## src/rtl/load_store_unit_if.sv

```systemverilog
// Bundles the CPU request/response handshake and the data-memory port of the
// load/store unit. The LSU uses the slave modport; the CPU/memory side uses master.
interface load_store_unit_if;
  logic        req_valid;
  logic        req_ready;
  logic        req_we;
  logic [2:0]  req_funct3;
  logic [31:0] req_addr;
  logic [31:0] req_wdata;

  logic        resp_valid;
  logic [31:0] resp_rdata;
  logic        resp_misaligned;

  logic        mem_we;
  logic [31:0] mem_waddr;
  logic [31:0] mem_raddr;
  logic [31:0] mem_wdata;
  logic [31:0] mem_rdata;

  modport master (
    output req_valid, req_we, req_funct3, req_addr, req_wdata, mem_rdata,
    input  req_ready, resp_valid, resp_rdata, resp_misaligned,
    input  mem_we, mem_waddr, mem_raddr, mem_wdata
  );

  modport slave (
    input  req_valid, req_we, req_funct3, req_addr, req_wdata, mem_rdata,
    output req_ready, resp_valid, resp_rdata, resp_misaligned,
    output mem_we, mem_waddr, mem_raddr, mem_wdata
  );
endinterface

```

## src/rtl/load_store_unit.sv

```systemverilog
// RV32 load/store unit: byte/halfword/word loads and stores against a 1-cycle
// registered-read memory. Define LSU_MISALIGN_CHECK_EN to fault misaligned accesses.
//
// state   | meaning
// --------+-----------------------------------------------------------
// IDLE    | ready for a request; latches it on accept
// READ    | memory read address presented
// DATA    | read data valid; load extract or sub-word merge + write
// WRITE   | full-word store written
// RESP    | one-cycle completion pulse
module load_store_unit #(
  parameter int unsigned MEM_SIZE = 1024
) (
  input logic              clk,
  input logic              rst,
  load_store_unit_if.slave bus
);

  localparam logic [2:0] S_IDLE  = 3'd0;
  localparam logic [2:0] S_READ  = 3'd1;
  localparam logic [2:0] S_DATA  = 3'd2;
  localparam logic [2:0] S_WRITE = 3'd3;
  localparam logic [2:0] S_RESP  = 3'd4;

  if (MEM_SIZE == 0) begin : g_size_check
    $error("load_store_unit: MEM_SIZE must be nonzero");
  end

  logic [2:0]  state;
  logic        we_q;
  logic [2:0]  funct3_q;
  logic [31:0] addr_q;
  logic [31:0] wdata_q;
  logic [31:0] rdata_q;
  logic        misaligned_q;

  logic        req_legal;
  logic        req_misaligned;
  logic [31:0] req_addr_eff;
  logic [1:0]  req_size;

  always_comb begin
    req_size     = bus.req_funct3[1:0];
    req_addr_eff = bus.req_addr;
    if (bus.req_we)
      req_legal = (bus.req_funct3 == 3'b000) || (bus.req_funct3 == 3'b001) ||
                  (bus.req_funct3 == 3'b010);
    else
      req_legal = (bus.req_funct3 == 3'b000) || (bus.req_funct3 == 3'b001) ||
                  (bus.req_funct3 == 3'b010) || (bus.req_funct3 == 3'b100) ||
                  (bus.req_funct3 == 3'b101);
`ifdef LSU_MISALIGN_CHECK_EN
    req_misaligned = req_legal &&
                     (((req_size == 2'b01) && bus.req_addr[0]) ||
                      ((req_size == 2'b10) && (bus.req_addr[1:0] != 2'b00)));
`else
    // Misaligned accesses are silently aligned down to their natural boundary.
    req_misaligned = 1'b0;
    if (req_size == 2'b01)
      req_addr_eff[0] = 1'b0;
    else if (req_size == 2'b10)
      req_addr_eff[1:0] = 2'b00;
`endif
  end

  logic [4:0]  lane_shift;
  logic [31:0] rdata_shifted;
  logic [31:0] load_data;
  logic [31:0] store_mask;
  logic [31:0] store_merged;

  always_comb begin
    lane_shift    = {addr_q[1:0], 3'b000};
    rdata_shifted = bus.mem_rdata >> lane_shift;
    case (funct3_q)
      3'b000:  load_data = {{24{rdata_shifted[7]}}, rdata_shifted[7:0]};
      3'b001:  load_data = {{16{rdata_shifted[15]}}, rdata_shifted[15:0]};
      3'b100:  load_data = {24'd0, rdata_shifted[7:0]};
      3'b101:  load_data = {16'd0, rdata_shifted[15:0]};
      default: load_data = bus.mem_rdata;
    endcase
    store_mask   = (funct3_q[0] ? 32'h0000_FFFF : 32'h0000_00FF) << lane_shift;
    store_merged = (bus.mem_rdata & ~store_mask) | ((wdata_q << lane_shift) & store_mask);
  end

  always_ff @(posedge clk or posedge rst) begin
    if (rst) begin
      state        <= S_IDLE;
      we_q         <= 1'b0;
      funct3_q     <= 3'b000;
      addr_q       <= 32'd0;
      wdata_q      <= 32'd0;
      rdata_q      <= 32'd0;
      misaligned_q <= 1'b0;
    end else begin
      case (state)
        S_IDLE: begin
          if (bus.req_valid) begin
            we_q     <= bus.req_we;
            funct3_q <= bus.req_funct3;
            addr_q   <= req_addr_eff;
            wdata_q  <= bus.req_wdata;
            if (!req_legal || req_misaligned) begin
              state        <= S_RESP;
              rdata_q      <= 32'd0;
              misaligned_q <= req_misaligned;
            end else if (bus.req_we && (req_size == 2'b10)) begin
              state <= S_WRITE;
            end else begin
              state <= S_READ;
            end
          end
        end
        S_READ: state <= S_DATA;
        S_DATA: begin
          state        <= S_RESP;
          rdata_q      <= we_q ? 32'd0 : load_data;
          misaligned_q <= 1'b0;
        end
        S_WRITE: begin
          state        <= S_RESP;
          rdata_q      <= 32'd0;
          misaligned_q <= 1'b0;
        end
        S_RESP:  state <= S_IDLE;
        default: state <= S_IDLE;
      endcase
    end
  end

  assign bus.req_ready       = (state == S_IDLE);
  assign bus.resp_valid      = (state == S_RESP);
  assign bus.resp_rdata      = rdata_q;
  assign bus.resp_misaligned = misaligned_q;

  assign bus.mem_we    = (state == S_WRITE) || ((state == S_DATA) && we_q);
  assign bus.mem_raddr = {addr_q[31:2], 2'b00};
  assign bus.mem_waddr = {addr_q[31:2], 2'b00};
  assign bus.mem_wdata = (state == S_WRITE) ? wdata_q : store_merged;

endmodule

```

## src/flat_wrapper.sv

```systemverilog
// flat-port wrapper written by rule: the top's interface ports become plain ports
module load_store_unit_flat 
#(
  parameter int unsigned MEM_SIZE = 1024
)
  (clk, rst, bus_req_valid, bus_req_we, bus_req_funct3, bus_req_addr, bus_req_wdata, bus_mem_rdata, bus_req_ready, bus_resp_valid, bus_resp_rdata, bus_resp_misaligned, bus_mem_we, bus_mem_waddr, bus_mem_raddr, bus_mem_wdata);
  load_store_unit_if bus_i ();
  input logic clk;
  input logic rst;
  input wire logic [$bits(bus_i.req_valid)-1:0] bus_req_valid;
  input wire logic [$bits(bus_i.req_we)-1:0] bus_req_we;
  input wire logic [$bits(bus_i.req_funct3)-1:0] bus_req_funct3;
  input wire logic [$bits(bus_i.req_addr)-1:0] bus_req_addr;
  input wire logic [$bits(bus_i.req_wdata)-1:0] bus_req_wdata;
  input wire logic [$bits(bus_i.mem_rdata)-1:0] bus_mem_rdata;
  output wire logic [$bits(bus_i.req_ready)-1:0] bus_req_ready;
  output wire logic [$bits(bus_i.resp_valid)-1:0] bus_resp_valid;
  output wire logic [$bits(bus_i.resp_rdata)-1:0] bus_resp_rdata;
  output wire logic [$bits(bus_i.resp_misaligned)-1:0] bus_resp_misaligned;
  output wire logic [$bits(bus_i.mem_we)-1:0] bus_mem_we;
  output wire logic [$bits(bus_i.mem_waddr)-1:0] bus_mem_waddr;
  output wire logic [$bits(bus_i.mem_raddr)-1:0] bus_mem_raddr;
  output wire logic [$bits(bus_i.mem_wdata)-1:0] bus_mem_wdata;
  assign bus_i.req_valid = bus_req_valid;
  assign bus_i.req_we = bus_req_we;
  assign bus_i.req_funct3 = bus_req_funct3;
  assign bus_i.req_addr = bus_req_addr;
  assign bus_i.req_wdata = bus_req_wdata;
  assign bus_i.mem_rdata = bus_mem_rdata;
  assign bus_req_ready = bus_i.req_ready;
  assign bus_resp_valid = bus_i.resp_valid;
  assign bus_resp_rdata = bus_i.resp_rdata;
  assign bus_resp_misaligned = bus_i.resp_misaligned;
  assign bus_mem_we = bus_i.mem_we;
  assign bus_mem_waddr = bus_i.mem_waddr;
  assign bus_mem_raddr = bus_i.mem_raddr;
  assign bus_mem_wdata = bus_i.mem_wdata;
  load_store_unit #(.MEM_SIZE(MEM_SIZE)) u_core (.clk(clk), .rst(rst), .bus(bus_i));
endmodule
```

## config.mk

```make
export PLATFORM = sky130hd
export DESIGN_NAME = load_store_unit_flat
export DESIGN_NICKNAME = d
export VERILOG_FILES = /design/src/rtl/load_store_unit_if.sv /design/src/rtl/load_store_unit.sv /design/src/flat_wrapper.sv
export SDC_FILE = /design/constraint.sdc
export NUM_CORES = 1
export LEC_CHECK = 0
export ABC_CLOCK_PERIOD_IN_PS = 9440
export CORE_ASPECT_RATIO = 2
export CORE_MARGIN = 2
export CORE_UTILIZATION = 40
export CTS_CLUSTER_SIZE = 28
export DETAILED_ROUTE_END_ITERATION = 7
export GPL_ROUTABILITY_DRIVEN = 0
export GPL_TIMING_DRIVEN = 0
export MAX_ROUTING_LAYER = met4
export PLACE_DENSITY = 0.72
export SYNTH_ARGS = -nofsm -noshare
export SYNTH_HDL_FRONTEND = slang
export SYNTH_SLANG_ARGS = --single-unit
```

## constraint.sdc

```tcl
create_clock -name clk -period 9.44 [get_ports clk]
set_input_delay 2.36 -clock clk [delete_from_list [all_inputs] [get_ports clk]]
set_output_delay 2.36 -clock clk [all_outputs]
set_load 0.03 [all_outputs]
```

==> flow_metrics.py <==
metrics = {
    "pwr": {
        "powerDensity_mw_per_mm2": 276,
        "leakage_nw": 3.62,
        "vdd_drop_max_mv": 0.157,
        "power.total_w": 0.00239,
    },
    "sta": {
        "hold_viol_final": 0,
        "fin_skew_ns": 0.00967,
        "tns_ns": 0,
        "slew_violations": 0,
        "slew_headroom_pct": 32.2,
        "fmax_mhz": 154,
        "finalCritPeriodShare_pct": 68.9,
        "fin_crit_ns": 6.50,
        "tightest_slew_ns": 1.01,
        "setup_viol_count_final": 0,
        "rsz0062_at_grt": "false",
    },
    "detailed_routing": {
        "dr.pass1.iters": 5,
        "dr_total_vias": 5062,
        "ant_nets": 0,
        "drt_iter0_markers": 194,
        "routed_wl_mm": 17.4,
        "vias_per_cell": 5.09,
        "post_drt_wl_per_cell_um": 17.5,
        "drc": 0,
    },
    "global_routing": {
        "gr-total-overflow": 0,
        "grt.met1_usage_pct": 29.3,
        "grt_pass1_vias": 5311,
        "grt_pass1_wl_mm": 27.5,
        "globalRouteMet3Util_pct": 5.05,
        "track_usage_pct": 23.5,
        "antenna_found_initial": 0,
        "grt.busiest_layer": "met2",
        "globalRouteMet2Util_pct": 36.8,
        "grt_start_max_net_pins": 73,
    },
    "synth": {
        "synth_most_common_cell": "dfrtp_1",
        "synth_area_sq_mm": 0.00576,
        "synthTopCellsByArea": "dfrtp_1 (45%), mux2_2 (16%), buf_4 (8.5%), o21ai_0 (4.4%), mux2i_1 (4.3%)",
        "synthCells": 553,
        "yosys_most_used_dff": "dfrtp_1",
        "avgSynthCellArea_sq_um": 10.4,
        "synth_cell_types": 41,
        "yosysWarnings": 0,
        "yosysSeqAreaShare_pct": 44.8,
        "synth_edf_count": 0,
        "synthArstFlopShare_pct": 100,
        "yosysTopAreaCell": "dfrtp_1",
        "yosysTopAreaCellShare_pct": 44.8,
        "synth_seq_cells": 103,
        "synthTopCellsByCount": "dfrtp_1 (103), mux2_2 (82), buf_4 (65)",
    },
    "floorplan": {
        "dieHeight_um": 174,
        "fp.coreArea_sq_mm": 0.0142,
        "dieWidth_um": 88.8,
        "row_count": 62,
        "pin_count": 235,
        "die_area_sq_mm": 0.0154,
        "start_util_pct": 40.6,
    },
    "layout": {
        "final_util_pct": 60.9,
        "n_fill_cell": 1232,
        "nets": 901,
        "n_antenna_cell": 0,
        "syn_to_final_growth_pct": 50.1,
        "seq_area_sq_mm": 0.00258,
        "drive_above_1_share_pct": 24.0,
        "multiInputGateArea_sq_mm": 0.00250,
    },
    "worst_setup_path": {
        "cpLargestDelayFamily": "buffers and inverters",
        "worst_ep_required_time_ns": 7.08,
        "cp-end-kind": "output port",
        "reg2reg_from": "u_core.state[1]",
        "cpPeakStageDelay_ns": 0.72,
        "crit_chain": "clkdlybuf4s50_1 -> o21ai_0 -> o21ai_0 -> clkdlybuf4s50_1",
        "cp_max_fo": 3,
        "timing.critical_path.buf_inv": 2,
        "worstPathArrival_ns": 4.14,
        "crit_type": "primary input to output port",
        "crit_path_start": "bus_mem_rdata[26]",
        "setup.worst_path.start_class": "primary input",
        "critPathSlowestCell": "clkdlybuf4s50_1",
    },
    "run_status": {
        "status": "finished, final reports clean",
    },
    "clocking": {
        "clk_path_buf_depth": 2,
        "cts_resized": 0,
        "htree_levels": 3,
        "post_cts_hold_buffer_count": 0,
        "post_cts_buffers": 0,
        "clkSinkCount": 103,
        "worstSkewPairLatency_ns": 0.35,
        "cts.clk_slew.worst_paths_ns": 0.07,
        "cts_tree": "built",
        "numCtsBuffers": 9,
        "cts_root_buffer": "clkbuf_16",
    },
    "placed_design": {
        "dp_hpwl_mm": 14.0,
        "io_buffers": 229,
    },
    "flow_run": {
        "cap_violations": 0,
    },
    "worst_hold_path": {
        "worstHoldPathType": "register to register",
        "worstHoldStart": "u_core.bus.resp_rdata[5]",
    },
}
## worst min-delay path, stage by stage, from the launching register on
cell     delay, ns
dfrtp_1       0.35
nand2_1       0.05
nand2_1       0.05
## worst paths after layout
kind                       cells after the start  slack, ns                        to
hold reg to reg                                2       0.47  u_core.bus.resp_rdata[5]
min in group asynchronous                      2       2.37          u_core.addr_q[4]
setup / recovery                               4       2.94         bus_mem_wdata[26]
setup reg to reg                               6       7.13  u_core.bus.resp_rdata[8]
max in group asynchronous                      3       6.37          u_core.addr_q[1]
hold / removal                                 2       0.47  u_core.bus.resp_rdata[5]
## placed cells by master, fill, tap and decap left out, drive strengths merged, types with 2 or more instances in the layout
master and count:
a21oi 33, a221o 17, a22oi 2, a2bb2oi 7, buf 82, clkbuf 31
clkdlybuf4s50 229, conb 5, dfrtp 103, inv 11, mux2 82, mux2i 25
nand2 48, nand2b 6, nand3b 8, nor2 30, nor3 3, nor3b 4
nor4 2, o21ai 51, o221ai 7
## where the power goes
part / internal, W / switching [W]
logic: 0.000627 / 0.000705
registers: 0.000565 / 0.0000962
clock network: 0.000212 / 0.000180
## layout make-up
class | count | share of cell area (%)
buffer | 103 | 7.77
clock buffer | 9 | 2.60
inverter | 6 | 0.289
multi-input combinational | 345 | 28.9
sequential | 103 | 29.8
timing repair buffer | 230 | 26.8
clock inverter | 7 | 0.984
tap | 192 | 2.78
## metrics by stage
stage          area [sq um]  setup WS, ns  hold WS, ns  std cells
3_5_place_dp           8340          2.99        0.457        979
3_3_place_gp           8310          2.79        0.457        978
5_1_grt                8650          2.85        0.508        995
2_1_floorplan          5770          3.97        0.481        557
4_1_cts                8650          2.97        0.471        995
6_report               8650          2.94        0.470        995
## per-layer routing
metal,vias to the layer above,part of all wire (%)
met5,-,0
li1,2383,-
met3,36,7.8
met2,224,48
met4,0,3.8
met1,2419,40
## kinds of logic (layout without fill, tap and decap cells)
group / count (synthesis) / count (layout) / synth area share, %
other cells: 1 / 5 / 0.0651
simple gates: 110 / 110 / 8.93
buf+inv: 109 / 355 / 12.1
compound gates: 123 / 123 / 13.8
mux: 107 / 107 / 20.4
flops: 103 / 103 / 44.8
## registers in the layout, indices dropped and copies added (netlist names)
name / flops
u_core.bus.resp_rdata: 32
u_core.state: 3
u_core.funct3_q: 3
u_core.addr_q: 32
u_core.wdata_q: 32
u_core.we_q: 1
No activity file was read; power rests on OpenSTA's default activity.
